==> config.mk <==
export PLATFORM = sky130hd
export DESIGN_NAME = pwm_capture
export DESIGN_NICKNAME = d
export VERILOG_FILES = /design/src/rtl/pwm_pkg.sv /design/src/rtl/pwm_edge_sync.sv /design/src/rtl/pwm_capture.sv
export SDC_FILE = /design/constraint.sdc
export NUM_CORES = 1
export LEC_CHECK = 0
export BUFFER_PORTS_ARGS = -buffer_cell sky130_fd_sc_hd__buf_2
export CAP_MARGIN = 20
export CORE_MARGIN = 5
export CORE_UTILIZATION = 45
export CTS_CLUSTER_DIAMETER = 150
export CTS_CLUSTER_SIZE = 24
export DETAILED_ROUTE_END_ITERATION = 10
export GPL_TIMING_DRIVEN = 0
export PLACE_DENSITY = 0.76
export RECOVER_POWER = 100
export SETUP_SLACK_MARGIN = 0.15
export SYNTH_ARGS = -nofsm -noshare
export SYNTH_HDL_FRONTEND = slang
export SYNTH_SLANG_ARGS = --single-unit
==> constraint.sdc <==
create_clock -name clk -period 4.9 [get_ports clk]
set_input_delay 0.49 -clock clk [delete_from_list [all_inputs] [get_ports clk]]
set_output_delay 0.49 -clock clk [all_outputs]
set_load 0.03 [all_outputs]
==> src/rtl/pwm_pkg.sv <==
`default_nettype none
// +--------------------------------------------------------------------------+
// | pwm_pkg : state encoding and default sizing shared by the PWM blocks      |
// | Rev 1.0 : initial release                                                 |
// +--------------------------------------------------------------------------+
package pwm_pkg;

  localparam int c_CNT_W   = 8;
  localparam int c_TIMEOUT = 255;

  typedef enum logic [1:0] {
    ST_IDLE = 2'd0,
    ST_HIGH = 2'd1,
    ST_LOW  = 2'd2
  } pwm_state_e;

endpackage
`default_nettype wire

==> src/rtl/pwm_edge_sync.sv <==
`default_nettype none
// +--------------------------------------------------------------------------+
// | pwm_edge_sync : 2-flop synchroniser plus delay flop with edge detection  |
// | Rev 1.0 : initial release                                                 |
// +--------------------------------------------------------------------------+
module pwm_edge_sync (
  input  logic clk,
  input  logic reset,
  input  logic din,
  output logic level,
  output logic rise,
  output logic fall
);

  logic s1_q, s2_q, s3_q;
  logic s1_d, s2_d, s3_d;

  always_comb begin
    s1_d = din;
    s2_d = s1_q;
    s3_d = s2_q;
  end

  always_ff @(posedge clk) begin
    if (reset) begin
      s1_q <= 1'b0;
      s2_q <= 1'b0;
      s3_q <= 1'b0;
    end else begin
      s1_q <= s1_d;
      s2_q <= s2_d;
      s3_q <= s3_d;
    end
  end

  assign level = s2_q;
  assign rise  = s2_q & ~s3_q;
  assign fall  = ~s2_q & s3_q;

endmodule
`default_nettype wire

==> src/rtl/pwm_capture.sv <==
`default_nettype none
// +--------------------------------------------------------------------------+
// | pwm_capture : measures high time and period of a PWM input, flags stuck  |
// | Rev 1.0 : initial release                                                 |
// +--------------------------------------------------------------------------+
module pwm_capture
  import pwm_pkg::*;
#(
  parameter int CNT_W   = c_CNT_W,
  parameter int TIMEOUT = c_TIMEOUT
) (
  input  logic             clk,
  input  logic             reset,
  input  logic             en,
  input  logic             pwm_in,
  output logic [CNT_W-1:0] on_time,
  output logic [CNT_W-1:0] period,
  output logic             meas_valid,
  output logic             stuck,
  output logic             stuck_level
);

  localparam logic [CNT_W-1:0] c_TIMEOUT_CNT = CNT_W'(TIMEOUT);
  localparam logic [CNT_W-1:0] c_CNT_ONE     = CNT_W'(1);
  localparam logic [CNT_W-1:0] c_CNT_MAX     = '1;

  logic sync_level, sync_rise, sync_fall;

  pwm_edge_sync u_edge_sync (
    .clk   (clk),
    .reset (reset),
    .din   (pwm_in),
    .level (sync_level),
    .rise  (sync_rise),
    .fall  (sync_fall)
  );

  pwm_state_e       state_q, state_d;
  logic [CNT_W-1:0] hi_cnt_q, hi_cnt_d;
  logic [CNT_W-1:0] per_cnt_q, per_cnt_d;
  logic [CNT_W-1:0] on_time_q, on_time_d;
  logic [CNT_W-1:0] period_q, period_d;
  logic             meas_valid_q, meas_valid_d;
  logic             stuck_q, stuck_d;
  logic             stuck_level_q, stuck_level_d;

  logic [CNT_W-1:0] hi_inc, per_inc;
  logic             timeout_hit;

  // Saturating increments: a fall landing exactly on the timeout count must not wrap.
  always_comb begin
    hi_inc      = (hi_cnt_q == c_CNT_MAX) ? hi_cnt_q : hi_cnt_q + c_CNT_ONE;
    per_inc     = (per_cnt_q == c_CNT_MAX) ? per_cnt_q : per_cnt_q + c_CNT_ONE;
    timeout_hit = (per_cnt_q == c_TIMEOUT_CNT);
  end

  always_comb begin
    state_d       = state_q;
    hi_cnt_d      = hi_cnt_q;
    per_cnt_d     = per_cnt_q;
    on_time_d     = on_time_q;
    period_d      = period_q;
    meas_valid_d  = 1'b0;
    stuck_d       = stuck_q;
    stuck_level_d = stuck_level_q;

    if (!en) begin
      state_d   = ST_IDLE;
      hi_cnt_d  = '0;
      per_cnt_d = '0;
    end else begin
      case (state_q)
        ST_IDLE: begin
          hi_cnt_d  = '0;
          per_cnt_d = '0;
          if (sync_rise) begin
            state_d   = ST_HIGH;
            hi_cnt_d  = c_CNT_ONE;
            per_cnt_d = c_CNT_ONE;
            stuck_d   = 1'b0;
          end
        end

        ST_HIGH: begin
          if (sync_fall) begin
            state_d   = ST_LOW;
            per_cnt_d = per_inc;
          end else if (timeout_hit) begin
            state_d       = ST_IDLE;
            hi_cnt_d      = '0;
            per_cnt_d     = '0;
            stuck_d       = 1'b1;
            stuck_level_d = sync_level;
          end else begin
            hi_cnt_d  = hi_inc;
            per_cnt_d = per_inc;
          end
        end

        ST_LOW: begin
          // A rise on the timeout cycle still closes a valid period.
          if (sync_rise) begin
            state_d      = ST_HIGH;
            on_time_d    = hi_cnt_q;
            period_d     = per_cnt_q;
            meas_valid_d = 1'b1;
            hi_cnt_d     = c_CNT_ONE;
            per_cnt_d    = c_CNT_ONE;
          end else if (timeout_hit) begin
            state_d       = ST_IDLE;
            hi_cnt_d      = '0;
            per_cnt_d     = '0;
            stuck_d       = 1'b1;
            stuck_level_d = sync_level;
          end else begin
            per_cnt_d = per_inc;
          end
        end

        default: begin
          state_d   = ST_IDLE;
          hi_cnt_d  = '0;
          per_cnt_d = '0;
        end
      endcase
    end
  end

  always_ff @(posedge clk) begin
    if (reset) begin
      state_q       <= ST_IDLE;
      hi_cnt_q      <= '0;
      per_cnt_q     <= '0;
      on_time_q     <= '0;
      period_q      <= '0;
      meas_valid_q  <= 1'b0;
      stuck_q       <= 1'b0;
      stuck_level_q <= 1'b0;
    end else begin
      state_q       <= state_d;
      hi_cnt_q      <= hi_cnt_d;
      per_cnt_q     <= per_cnt_d;
      on_time_q     <= on_time_d;
      period_q      <= period_d;
      meas_valid_q  <= meas_valid_d;
      stuck_q       <= stuck_d;
      stuck_level_q <= stuck_level_d;
    end
  end

  assign on_time     = on_time_q;
  assign period      = period_q;
  assign meas_valid  = meas_valid_q;
  assign stuck       = stuck_q;
  assign stuck_level = stuck_level_q;

endmodule
`default_nettype wire

Word-level counts from Yosys, hierarchy flattened
Index checks and enable logic that the tools add are counted. Widths: inputs -> output; s select.

Add/subtract/negate cells: 2. Multiply operators: 0. Div/mod/pow operators: 0. Magnitude comparators: 0. Equal/unequal tests: 9. Shifts and indexed selects: 0. Muxes and demuxes: 27. Bitwise logic cells: 6. Reductions and logical operators: 9.

Operators with widths (number): $mux 8 (9); $pmux 8 s3 (2); $add 8x1->8 const B (2); $eq 8x8->1 const B (2); $mux 1 (9); $mux 2 (4); $ne 2x2->1 const B (3); $ne 3x3->1 const B (2); $pmux 2 s3 (1); $reduce_and 3->1 (2); $reduce_and 5->1 (1); $not 1->1 (4); $reduce_and 4->1 (1); $pmux 1 s3 (1); $reduce_bool 3->1 (1); $reduce_or 3->1 (1); $and 1x1->1 (2); $eq 2x1->1 const B (1); $eq 2x2->1 const B (1); $logic_not 2->1 (1); $pmux 1 s2 (1); $reduce_bool 2->1 (1); $reduce_or 2->1 (1).

Register bits after elaboration: 40. Bits in latches: 0. Memory bits (writable): 0. ROM bits: 0. Output and inout bits: 19. Memories: 0.

Logic depth before layout (Yosys ltp)
Gate-level depths: netlist of the first run.

Word-level depth: 5. Depth in mapped cells: 8.

Hierarchy
Synthesis of the first run repeated with hierarchy kept, for this count alone.

Cell total of the unflattened synthesis: 232. Area total of the unflattened synthesis: 1926.8 sq um.

Modules (own cells, without submodules): pwm_capture (instances 1, cells an instance 224, area each 1835.5 sq um, sequential area each 740.7 sq um); pwm_edge_sync (instances 1, cells an instance 8, area each 91.3 sq um, sequential area each 60.1 sq um).

Worst setup path before layout of the first run
No wires, ideal clock.

Kind: flip-flop to flip-flop. From: register state_q[1]. To: register hi_cnt_q[6]. Data arrival time: 1.641 ns. Data required time: 4.830 ns. Slack: 3.190 ns. Cell stages (with the launch flop): 8. Path buffers: 0. Period minus slack after synthesis: 1.710 ns. Cell sequence: dfxtp_1 > inv_1 > ha_1 > nand3b_2 > a21boi_2 > a32oi_2 > or3_1 > a21oi_1.

Cells in the longest elaborated chain, start to end: 3. Elaborated cells between the ends (all ways): 8. Those cells by class: 5 x eq/ne; 1 x mux; 2 x reduce/logical.

RTL lines: start, declared (RTL line pwm_capture.sv:38) `pwm_state_e state_q, state_d;`; start signal, assigned (RTL line pwm_capture.sv:140) `state_q <= state_d;`; $eq 2x1->1 or $eq 2x2->1 (tied branches) (RTL line pwm_capture.sv:72) `case (state_q)`; $ne 3x3->1 (no line) or $ne 2x2->1 (tied branches); $reduce_and 3->1 (no line); end signal, assigned (RTL line pwm_capture.sv:141) `hi_cnt_q <= hi_cnt_d;`; end, declared (RTL line pwm_capture.sv:39) `logic [CNT_W-1:0] hi_cnt_q, hi_cnt_d;`.

Several ways; a longest one is shown, not always the timed one. A chain may end at the register's enable or synchronous reset.

Final worst setup path of the first run
Same ends and word-level chain as after synthesis.

==> run metrics, run 1 <==
status=completed; Detail Route Antenna Nets=0; startpoint types=register; Cell Area, Synth=1870 µm²; most frequent cell after synthesis=nand2_1; Vias=1685; Post-CTS Setup Bufs=0; maximum VDD drop=0.160 mV; post_cts resized=0; vias in the first global route=1506; Power per Cell Area=300 nW/µm²; Final WS setup=2480 ps; Hold Path Class=primary input to register; most frequent cells after synthesis=nand2_1, dfxtp_1, a21oi_1, nor2_1, o21ai_0; die extent in y=74.5 µm; clk buf depth=2; clock latency on the worst-skew pair=290 ps; asr flop ratio synth=0; Lkg Pwr=0.717 nW; leading area contributor after synthesis=dfxtp_1; Cells after Synth=226; total die area=5560 µm²; top post-synthesis cells by area=dfxtp_1, nand2_1, a21oi_1; drt pass-1 iters=4; WL final=3.99 mm; CP required=5130 ps; Pwr Total=0.000636 W; # H-tree levels=2; num rows=23; largest net degree at the start of global routing=13; pre-CTS setup slack=2880 ps; Die Wd=74.5 µm; TNS Setup=0 ps; DRC errors left=0; WS Path Type=register to register; CTS tree=built; Area growth syn-to-layout=13.3%; #FFs+latches synth=40; Max Cap Viol=0; Final #Nets=266; fmax=412 MHz; GRT Util Overall=0.157; initial core utilization=0.465; Hold-fix buffers, CTS=0; initial antenna violation count=0; Num CTS Buffers=5; Cell variety after synth=44; routability-driven placement congestion ratio=0.827; DR iter-0 viols=104; clock-pin slew on the worst setup and hold paths=70 ps; average size of a mapped cell=8.29 µm²; synthesis warning total=0; n_diodes=0; post-synthesis sequential area ratio=0.427; critical path endpoint category=register; CTS sink count=40; layout cells sized above 1=0.0625; CP Data Arrival Time=2650 ps; first-pass GRT wire length=6.78 mm; Root Driver=clkbuf_8; vias per cell=5.51; crit share post-route=0.495; final setup skew=1.90 ps; ys flop type=dfxtp_1; Hold Vio Cnt, Final=0; core area=4030 µm²; minimum clock period after layout=2420 ps; wire per inst=13.0 µm; Net Count, Synth=237; RSZ-0062 raised after global routing=no; Synth top area share=0.427; HPWL after DPL=2.88 mm; total gr overflow=0; Slew HR=0.518; PortBufs=22; Final setup viols=0; Post-synth EDFFs=0; worst slew pin tran=722 ps; Final Max Slew Viols=0; Ports=23; Worst Path Max Fanout=9
[worst max-delay path: stages, from the launching register on]
cell	delay (ps)
dfxtp_1	410
inv_1	90
ha_1	270
nand3b_1	340
a21boi_0	450
a32oi_1	260
or3_1	410
a21oi_1	130
[path summary, 6_finish.rpt]
kind	slack [ps]	start	to	cells past startpoint
max	2480	state_q[1]$_SDFFE_PP0N_	hi_cnt_q[6]$_SDFFE_PP0P_	7
min	400	pwm_in	u_edge_sync.s1_q$_SDFF_PP0_	2
max reg2reg	2480	state_q[1]$_SDFFE_PP0N_	hi_cnt_q[6]$_SDFFE_PP0P_	7
min reg2reg	450	u_edge_sync.s1_q$_SDFF_PP0_	u_edge_sync.level$_SDFF_PP0_	1
[area by class of cell]
type	count	area [µm²]
plain buffers	8	32.5
clock inverters	1	30.0
clock buffers	7	96.3
multi-input cells	169	982
well taps	50	62.6
inverters	9	33.8
repair buffers	22	85.1
fillers	420	1910
flip-flops and latches	40	801
[kinds of logic after synthesis]
family	synth area share
adder cells (fa/ha/maj)	0.0467
flip-flops	0.427
AND/OR/NAND/NOR	0.285
buffers and inverters	0.0360
XOR/XNOR	0.0140
AO/OA/AOI/OAI	0.175
multiplexers	0.0160
[through the flow]
step	util	instances	hold WS [ps]	instance area (µm²)
5_1_grt	0.527	306	395	2120
3_5_place_dp	0.508	298	430	2050
3_3_place_gp	0.508	298	421	2050
6_report	0.527	306	401	2120
4_1_cts	0.539	306	393	2170
2_1_floorplan	-	226	414	1870
[cell usage in the layout (no fill, tap or decap), types with 2 or more instances in the layout]
cell type  synthesis  layout
o21ai_0           10      10
nand2_1           47      47
nand3b_1           3       4
nand2b_1           2       2
buf_2              1       2
inv_1              9       9
nand4_1            5       5
nor3_1             3       3
clkbuf_1           5      26
a21oi_1           27      27
a31oi_1            2       2
nor2b_1            5       5
mux2i_1            3       3
and3_1             5       5
clkbuf_8           0       7
nor2_1            10      11
ha_1               7       7
dfxtp_1           40      40
xor2_1             3       3
nor3b_1            2       2
nand3_1            9       9
clkbuf_2           2       2
nand4b_1           2       2
a211oi_1           3       3
[registers in the layout (all words and copies together), names as in the netlist, 2 cells and up]
signal / count
period: 8
per_cnt_q: 8
state_q: 2
on_time: 8
hi_cnt_q: 8
[power by group]
part           leakage (nW)  switching, W  internal (W)  total [W]
combinational         0.330     0.0000114    0.00000537  0.0000168
sequential            0.323    0.00000157      0.000326   0.000328
clock                0.0645      0.000112      0.000180   0.000292
[routing by layer]
metal,share of wire,up-vias,global-route usage
li1,-,848,-
met1,0.47,793,0.200
met2,0.45,37,0.243
met3,0.069,7,0.0568
met4,0.017,0,0.0632
met5,0,-,0
Note: power is estimated with default switching activity, not from simulation.
==> run 2, diff against run 1 <==
--- a/config.mk
+++ b/config.mk
@@ -13,7 +13,7 @@
 export CTS_CLUSTER_SIZE = 24
 export DETAILED_ROUTE_END_ITERATION = 10
 export GPL_TIMING_DRIVEN = 0
-export PLACE_DENSITY = 0.76
+export PLACE_DENSITY = 0.79
 export RECOVER_POWER = 100
 export SETUP_SLACK_MARGIN = 0.15
 export SYNTH_ARGS = -nofsm -noshare
==> constraint.sdc (replaced) <==
create_clock -name clk -period 2 [get_ports clk]
set_input_delay 0.2 -clock clk [delete_from_list [all_inputs] [get_ports clk]]
set_output_delay 0.2 -clock clk [all_outputs]
set_load 0.03 [all_outputs]
==> run 2 against run 1 <==
Critical path depth unchanged. Final cell count increased by 1.6%. Combinational power increased to 2.7 times the previous value. Via count decreased by 0.18%. Routed wire length increased by 4.5%. Power increased by 140%. Register-to-register slack got worse by 2200 ps. Worst setup slack got worse by 2200 ps. Critical path type unchanged. Critical endpoint unchanged. Largest power group unchanged. Highest routed layer unchanged.
==> run metrics, run 2 (synthesis gave the netlist of run 1 again) <==
CP Data Arrival Time=2000 ps (was 2650 ps); CP delay by family, top=compound AO/OA/AOI/OAI gates (unchanged); HPWL after DPL=2.84 mm (was 2.88 mm); status=completed (unchanged); critical path endpoint category=register (unchanged); Power per Cell Area=679 nW/µm² (was 300 nW/µm²); wire per inst=13.4 µm (was 13.0 µm); CP Depth=7 (unchanged); Slew HR=0.685 (was 0.518); fmax=564 MHz (was 412 MHz); Worst Path Max Fanout=6 (was 9); Hold Vio Cnt, Final=0 (unchanged); Final Max Slew Viols=0 (unchanged); initial antenna violation count=0 (unchanged); placed cells=298 (unchanged); Final setup viols=0 (unchanged); maximum VDD drop=0.298 mV (was 0.160 mV); worst-path cell chain=inv_1 > ha_2 > nand3b_4 > a21boi_2 > a32oi_2 > or3_1 > a21oi_1 (was inv_1 > ha_1 > nand3b_1 > a21boi_0 > a32oi_1 > or3_1 > a21oi_1); TNS Setup=0 ps (unchanged); initial core utilization=0.465 (unchanged); crit share post-route=0.886 (was 0.495); vias in the first global route=1564 (was 1506); GRT Util Overall=0.159 (was 0.157); Lkg Pwr=0.778 nW (was 0.717 nW); total gr overflow=0 (unchanged); routability-driven placement congestion ratio=0.823 (was 0.827); # H-tree levels=2 (unchanged); Buf/Inv on CP=1 (unchanged); pre-CTS setup slack=-11.2 ps (was 2880 ps); WS Path Type=register to register (unchanged); core area=4030 µm² (unchanged); Die Wd=74.5 µm (unchanged); n_diodes=0 (unchanged); die extent in y=74.5 µm (unchanged); vias per cell=5.41 (was 5.51); first-pass GRT wire length=6.91 mm (was 6.78 mm); drt pass-1 iters=4 (unchanged); CP required=2230 ps (was 5130 ps); Area growth syn-to-layout=18.1% (was 13.3%); R2R depth=7 (unchanged); RSZ-0062 raised after global routing=no (unchanged); CTS tree=built (unchanged); highest-count cells in the layout ignoring fill and taps=nand2_1, dfxtp_1, a21oi_1 (unchanged); largest net degree at the start of global routing=14 (was 13); Layout Cells excl Fill=311 (was 306); Detail Route Antenna Nets=0 (unchanged); DRC errors left=0 (unchanged); Root Driver=clkbuf_8 (unchanged); Ports=23 (unchanged); most common cell after layout, fill and taps aside=nand2_1 (unchanged); DR iter-0 viols=108 (was 104); Vias=1682 (was 1685); hold slack=117 ps (was 401 ps); Final #Nets=271 (was 266); num rows=23 (unchanged); clk buf depth=2 (unchanged); PortBufs=22 (unchanged); Hold Path Class=primary input to register (unchanged); Num CTS Buffers=5 (unchanged); layout cells sized above 1=0.134 (was 0.0625); total die area=5560 µm² (unchanged); clock-pin slew on the worst setup and hold paths=80 ps (was 70 ps); startpoint types=register (unchanged); critical path's largest stage delay=380 ps (was 450 ps); clock latency on the worst-skew pair=290 ps (about the same); CTS sink count=40 (unchanged); WL final=4.17 mm (was 3.99 mm); worst slew pin tran=471 ps (was 722 ps); cell depth of the worst min-delay path=2 (unchanged); minimum clock period after layout=1770 ps (was 2420 ps); Max Cap Viol=0 (unchanged); Final WS setup=228 ps (was 2480 ps); Slowest cell on crit path=or3_1 (was a21boi_0); final setup skew=5.70 ps (was 1.90 ps)
==> run 2: changes by cell type in the layout (fill, tap and decap cells not counted), moves of 2 or more <==
cell,delta
ha_1,-3
clkbuf_1,-3
dfxtp_1,-3
buf_4,+5
dfxtp_2,+3
clkbuf_2,+2
clkbuf_8,-2
ha_2,+2
==> run 2: per-layer routing <==
metal | vias up | global-route usage | part of all wire
met5 | - | 0 | 0
met4 | 0 | 0.0692 | 0.016
met3 | 6 | 0.0405 | 0.047
met2 | 36 | 0.244 | 0.47
met1 | 771 | 0.213 | 0.47
li1 | 869 | - | -
==> run 2: report_power, final <==
part	switching [W]	internal (W)	total, W
registers	0.00000457	0.000800	0.000804
logic	0.0000293	0.0000157	0.0000450
clock network	0.000285	0.000369	0.000654
total	0.000319	0.00118	0.00150
==> run 2: timing repair <==
| action | in CTS | in global routing |
|---|---|---|
| hold endpoints to repair | 0 | 0 |
| buffers inserted | 1 | 4 |
| gates resized for setup | 4 | 16 |
| endpoints found under the setup margin | 13 | 24 |
| hold buffers | 0 | 0 |
| pin swaps | 1 | 3 |
==> run 2: final timing paths <==
kind | start | endpoint | slack (ps)
max | state_q[1]$_SDFFE_PP0N_ | hi_cnt_q[6]$_SDFFE_PP0P_ | 230
min | pwm_in | u_edge_sync.s1_q$_SDFF_PP0_ | 120
max reg2reg | state_q[1]$_SDFFE_PP0N_ | hi_cnt_q[6]$_SDFFE_PP0P_ | 230
min reg2reg | u_edge_sync.s1_q$_SDFF_PP0_ | u_edge_sync.level$_SDFF_PP0_ | 440
==> run 2: area by class of cell <==
cell class / count / area (µm²)
Tap cell: 50 / 62.6
Clock buffer: 5 / 68.8
Inverter: 9 / 33.8
Sequential cell: 40 / 805
Multi-Input combinational cell: 169 / 1040
Timing Repair Buffer: 27 / 123
Buffer: 8 / 36.3
Clock inverter: 3 / 42.5
Fill cell: 396 / 1820
==> run 2: through the flow <==
stage	power, W	area (µm²)	util
6_report	0.00150	2210	0.549
5_1_grt	0.00155	2210	0.549
4_1_cts	0.00152	2190	0.543
3_5_place_dp	0.000863	2050	0.508
3_3_place_gp	0.000862	2050	0.508
2_1_floorplan	0.000848	1870	-
==> run 3, diff against run 2 <==
--- a/config.mk
+++ b/config.mk
@@ -5,7 +5,7 @@
 export SDC_FILE = /design/constraint.sdc
 export NUM_CORES = 1
 export LEC_CHECK = 0
-export BUFFER_PORTS_ARGS = -buffer_cell sky130_fd_sc_hd__buf_2
+export BUFFER_PORTS_ARGS = -buffer_cell sky130_fd_sc_hd__clkbuf_2
 export CAP_MARGIN = 20
 export CORE_MARGIN = 5
 export CORE_UTILIZATION = 45
==> constraint.sdc (replaced) <==
create_clock -name clk -period 1.6 [get_ports clk]
set_input_delay 0.16 -clock clk [delete_from_list [all_inputs] [get_ports clk]]
set_output_delay 0.16 -clock clk [all_outputs]
set_load 0.03 [all_outputs]
==> run 3 against run 2 <==
The flow now finishes with violations (setup timing). Combinational power grew 89%. Critical path depth shrank 1. Sequential cell count is the same. Worst hold slack lost 36 ps. Critical path type unchanged.
==> run metrics, run 3 (synthesis gave the netlist of run 1 again) <==
pre-CTS setup slack=-120 ps (was -11.2 ps); DRC errors left=0 (unchanged); worst slew pin tran=546 ps (was 471 ps); Ports=23 (unchanged); PortBufs=22 (unchanged); hold_sp=pwm_in (unchanged); Area growth syn-to-layout=40.9% (was 18.1%); num rows=23 (unchanged); WL final=5.27 mm (was 4.17 mm); Hold Vio Cnt, Final=0 (unchanged); sequential fraction of design power=0.562 (was 0.535); initial core utilization=0.465 (unchanged); Switching Share=0.225 (was 0.212); clk buf depth=2 (unchanged); Num CTS Buffers=5 (unchanged); cell depth of the worst min-delay path=2 (unchanged); Internal Power=0.00138 W (was 0.00118 W); critical path endpoint category=register (unchanged); Slowest cell on crit path=dfxtp_4 (was or3_1); DR iter-0 viols=160 (was 108); vias in the first global route=1807 (was 1564); layout cells sized above 1=0.343 (was 0.134); vias per cell=5.66 (was 5.41); WL met1=2.22 mm (was 1.96 mm); critical path's largest stage delay=370 ps (was 380 ps); Hold Path Class=primary input to register (unchanged); first-pass GRT wire length=8.49 mm (was 6.91 mm); largest net degree at the start of global routing=13 (was 14); Detail Route Antenna Nets=0 (unchanged); Final setup viols=6 (was 0); Vias=1868 (was 1682); met3 wire len=287 µm (was 196 µm); die extent in y=74.5 µm (unchanged); core area=4030 µm² (unchanged); R2R depth=6 (was 7); Final #Nets=290 (was 271); Layout Cells excl Fill=330 (was 311); Sw Pwr=0.000399 W (was 0.000319 W); Pwr Total=0.00178 W (was 0.00150 W); most common cell after layout, fill and taps aside=nand2_1 (unchanged); Slew HR=0.636 (was 0.685); clock-pin slew on the worst setup and hold paths=80 ps (about the same); Lkg Pwr=0.951 nW (was 0.778 nW); initial antenna violation count=0 (unchanged); highest-count cells in the layout ignoring fill and taps=nand2_1, dfxtp_1, a21oi_1 (unchanged); met2 wire length=2.64 mm (was 1.95 mm); worst r2r src=per_cnt_q[1]$_SDFF_PP0_ (was state_q[1]$_SDFFE_PP0N_); Buf/Inv on CP=0 (was 1); startpoint types=register (unchanged); drt pass-1 iters=4 (unchanged); WS Path Type=register to register (unchanged); status=finished, violations left (was completed); CP Data Arrival Time=1850 ps (was 2000 ps); CTS tree=built (unchanged); TNS Setup=-120 ps (was 0 ps); # H-tree levels=2 (unchanged); Final WS setup=-36.6 ps (was 228 ps); crit share post-route=1.02 (was 0.886); RSZ-0062 raised after global routing=yes (was no); fmax=611 MHz (was 564 MHz); CP delay by family, top=simple AND/OR/NAND/NOR gates (was compound AO/OA/AOI/OAI gates); minimum clock period after layout=1640 ps (was 1770 ps); Max Cap Viol=0 (unchanged); reg2reg end=hi_cnt_q[7]$_SDFFE_PP0P_ (was hi_cnt_q[6]$_SDFFE_PP0P_); clock latency on the worst-skew pair=290 ps (about the same); Final Max Slew Viols=0 (unchanged); R2R Setup Slk=-40 ps (was 230 ps); combinational share of power=0.048 (was 0.030); routability-driven placement congestion ratio=0.828 (was 0.823); total die area=5560 µm² (unchanged); Power per Cell Area=673 nW/µm² (was 679 nW/µm²); Root Driver=clkbuf_8 (unchanged); wire per inst=16.0 µm (was 13.4 µm); Worst Path Max Fanout=6 (unchanged); Hold-fix buffers, CTS=0 (unchanged); WHS Endpoint=u_edge_sync.s1_q$_SDFF_PP0_ (unchanged); clock network fraction of total power=0.390 (was 0.435); failing checks=setup timing; GRT Util Overall=0.198 (was 0.159); maximum VDD drop=0.327 mV (was 0.298 mV); CTS sink count=40 (unchanged); final setup skew=7.17 ps (was 5.70 ps); n_diodes=0 (unchanged); Fillers=334 (was 396); worst-path cell chain=ha_4 > nand2_2 > nor3_4 > a32o_2 > nand4b_1 > o2bb2ai_1 (was inv_1 > ha_2 > nand3b_4 > a21boi_2 > a32oi_2 > or3_1 > a21oi_1); Die Wd=74.5 µm (unchanged); CP required=1810 ps (was 2230 ps); placed cells=298 (unchanged); HPWL after DPL=2.98 mm (was 2.84 mm); total gr overflow=0 (unchanged); max layer used=met4 (unchanged)
## run 3: changes by cell type in the layout (fill, tap and decap cells not counted), sizes merged
| cell | delta |
|---|---|
| bufinv | -1 |
| buf | +19 |
| clkbuf | +2 |
| clkinv | -1 |
## run 3: cell type report
class                      count  area, µm²  area share
inverter                       9       38.8      0.0147
timing repair buffer          46        298       0.113
tap                           50       62.6      0.0237
sequential                    40        826       0.313
clock buffer                   7       86.3      0.0327
clock inverter                 1       7.51     0.00284
multi-input combinational    169       1260       0.477
buffer                         8       63.8      0.0242
## run 3: timing repair
item / in CTS / in global routing
pin swaps: 23 / 13
buffers inserted: 20 / 4
resized for setup: 32 / 38
endpoints found under the setup margin: 35 / 33
## run 3: how the worst max path moves through the flow
stage	from	endpoint	slack [ps]	depth (start not counted)
after detailed placement	u_edge_sync.level$_SDFF_PP0_	on_time[3]$_SDFFE_PP0P_	-120	6
after CTS	state_q[1]$_SDFFE_PP0N_	hi_cnt_q[6]$_SDFFE_PP0P_	50	7
after floorplan	per_cnt_q[1]$_SDFF_PP0_	per_cnt_q[0]$_SDFF_PP0_	60	7
after global routing	per_cnt_q[1]$_SDFF_PP0_	hi_cnt_q[7]$_SDFFE_PP0P_	-150	6
final	per_cnt_q[1]$_SDFF_PP0_	hi_cnt_q[7]$_SDFFE_PP0P_	-40	6
after global placement	state_q[1]$_SDFFE_PP0N_	hi_cnt_q[6]$_SDFFE_PP0P_	-90	7
## run 3: power groups by stage
stage | logic (W) | registers (W) | clock network, W
floorplan | 0.0000393 | 0.00103 | 0
global placement | 0.0000568 | 0.00103 | 0
detailed placement | 0.0000578 | 0.00103 | 0
CTS | 0.0000725 | 0.000999 | 0.000704
global route | 0.0000912 | 0.000999 | 0.000748
finish | 0.0000850 | 0.000999 | 0.000693
## run 3: worst register-to-register path, stage by stage, from the launching register on
cell and delay [ps]:
dfxtp_4 370, ha_4 150, nand2_2 80, nor3_4 290, a32o_2 330, nand4b_1 160
o2bb2ai_1 180
## run 3: per-layer routing
layer	up-vias	GRT usage
met5	-	0
met2	70	0.349
met1	882	0.243
li1	902	-
met4	0	0.0514
met3	14	0.0419
## run 3: per-stage QoR
step | cell area (µm²) | hold WS, ps | utilization
finish | 2640 | 81.2 | 0.656
global route | 2640 | 93.5 | 0.656
CTS | 2510 | 79.1 | 0.623
detailed placement | 2150 | 387 | 0.533
global placement | 2150 | 376 | 0.533
floorplan | 1970 | 232 | -
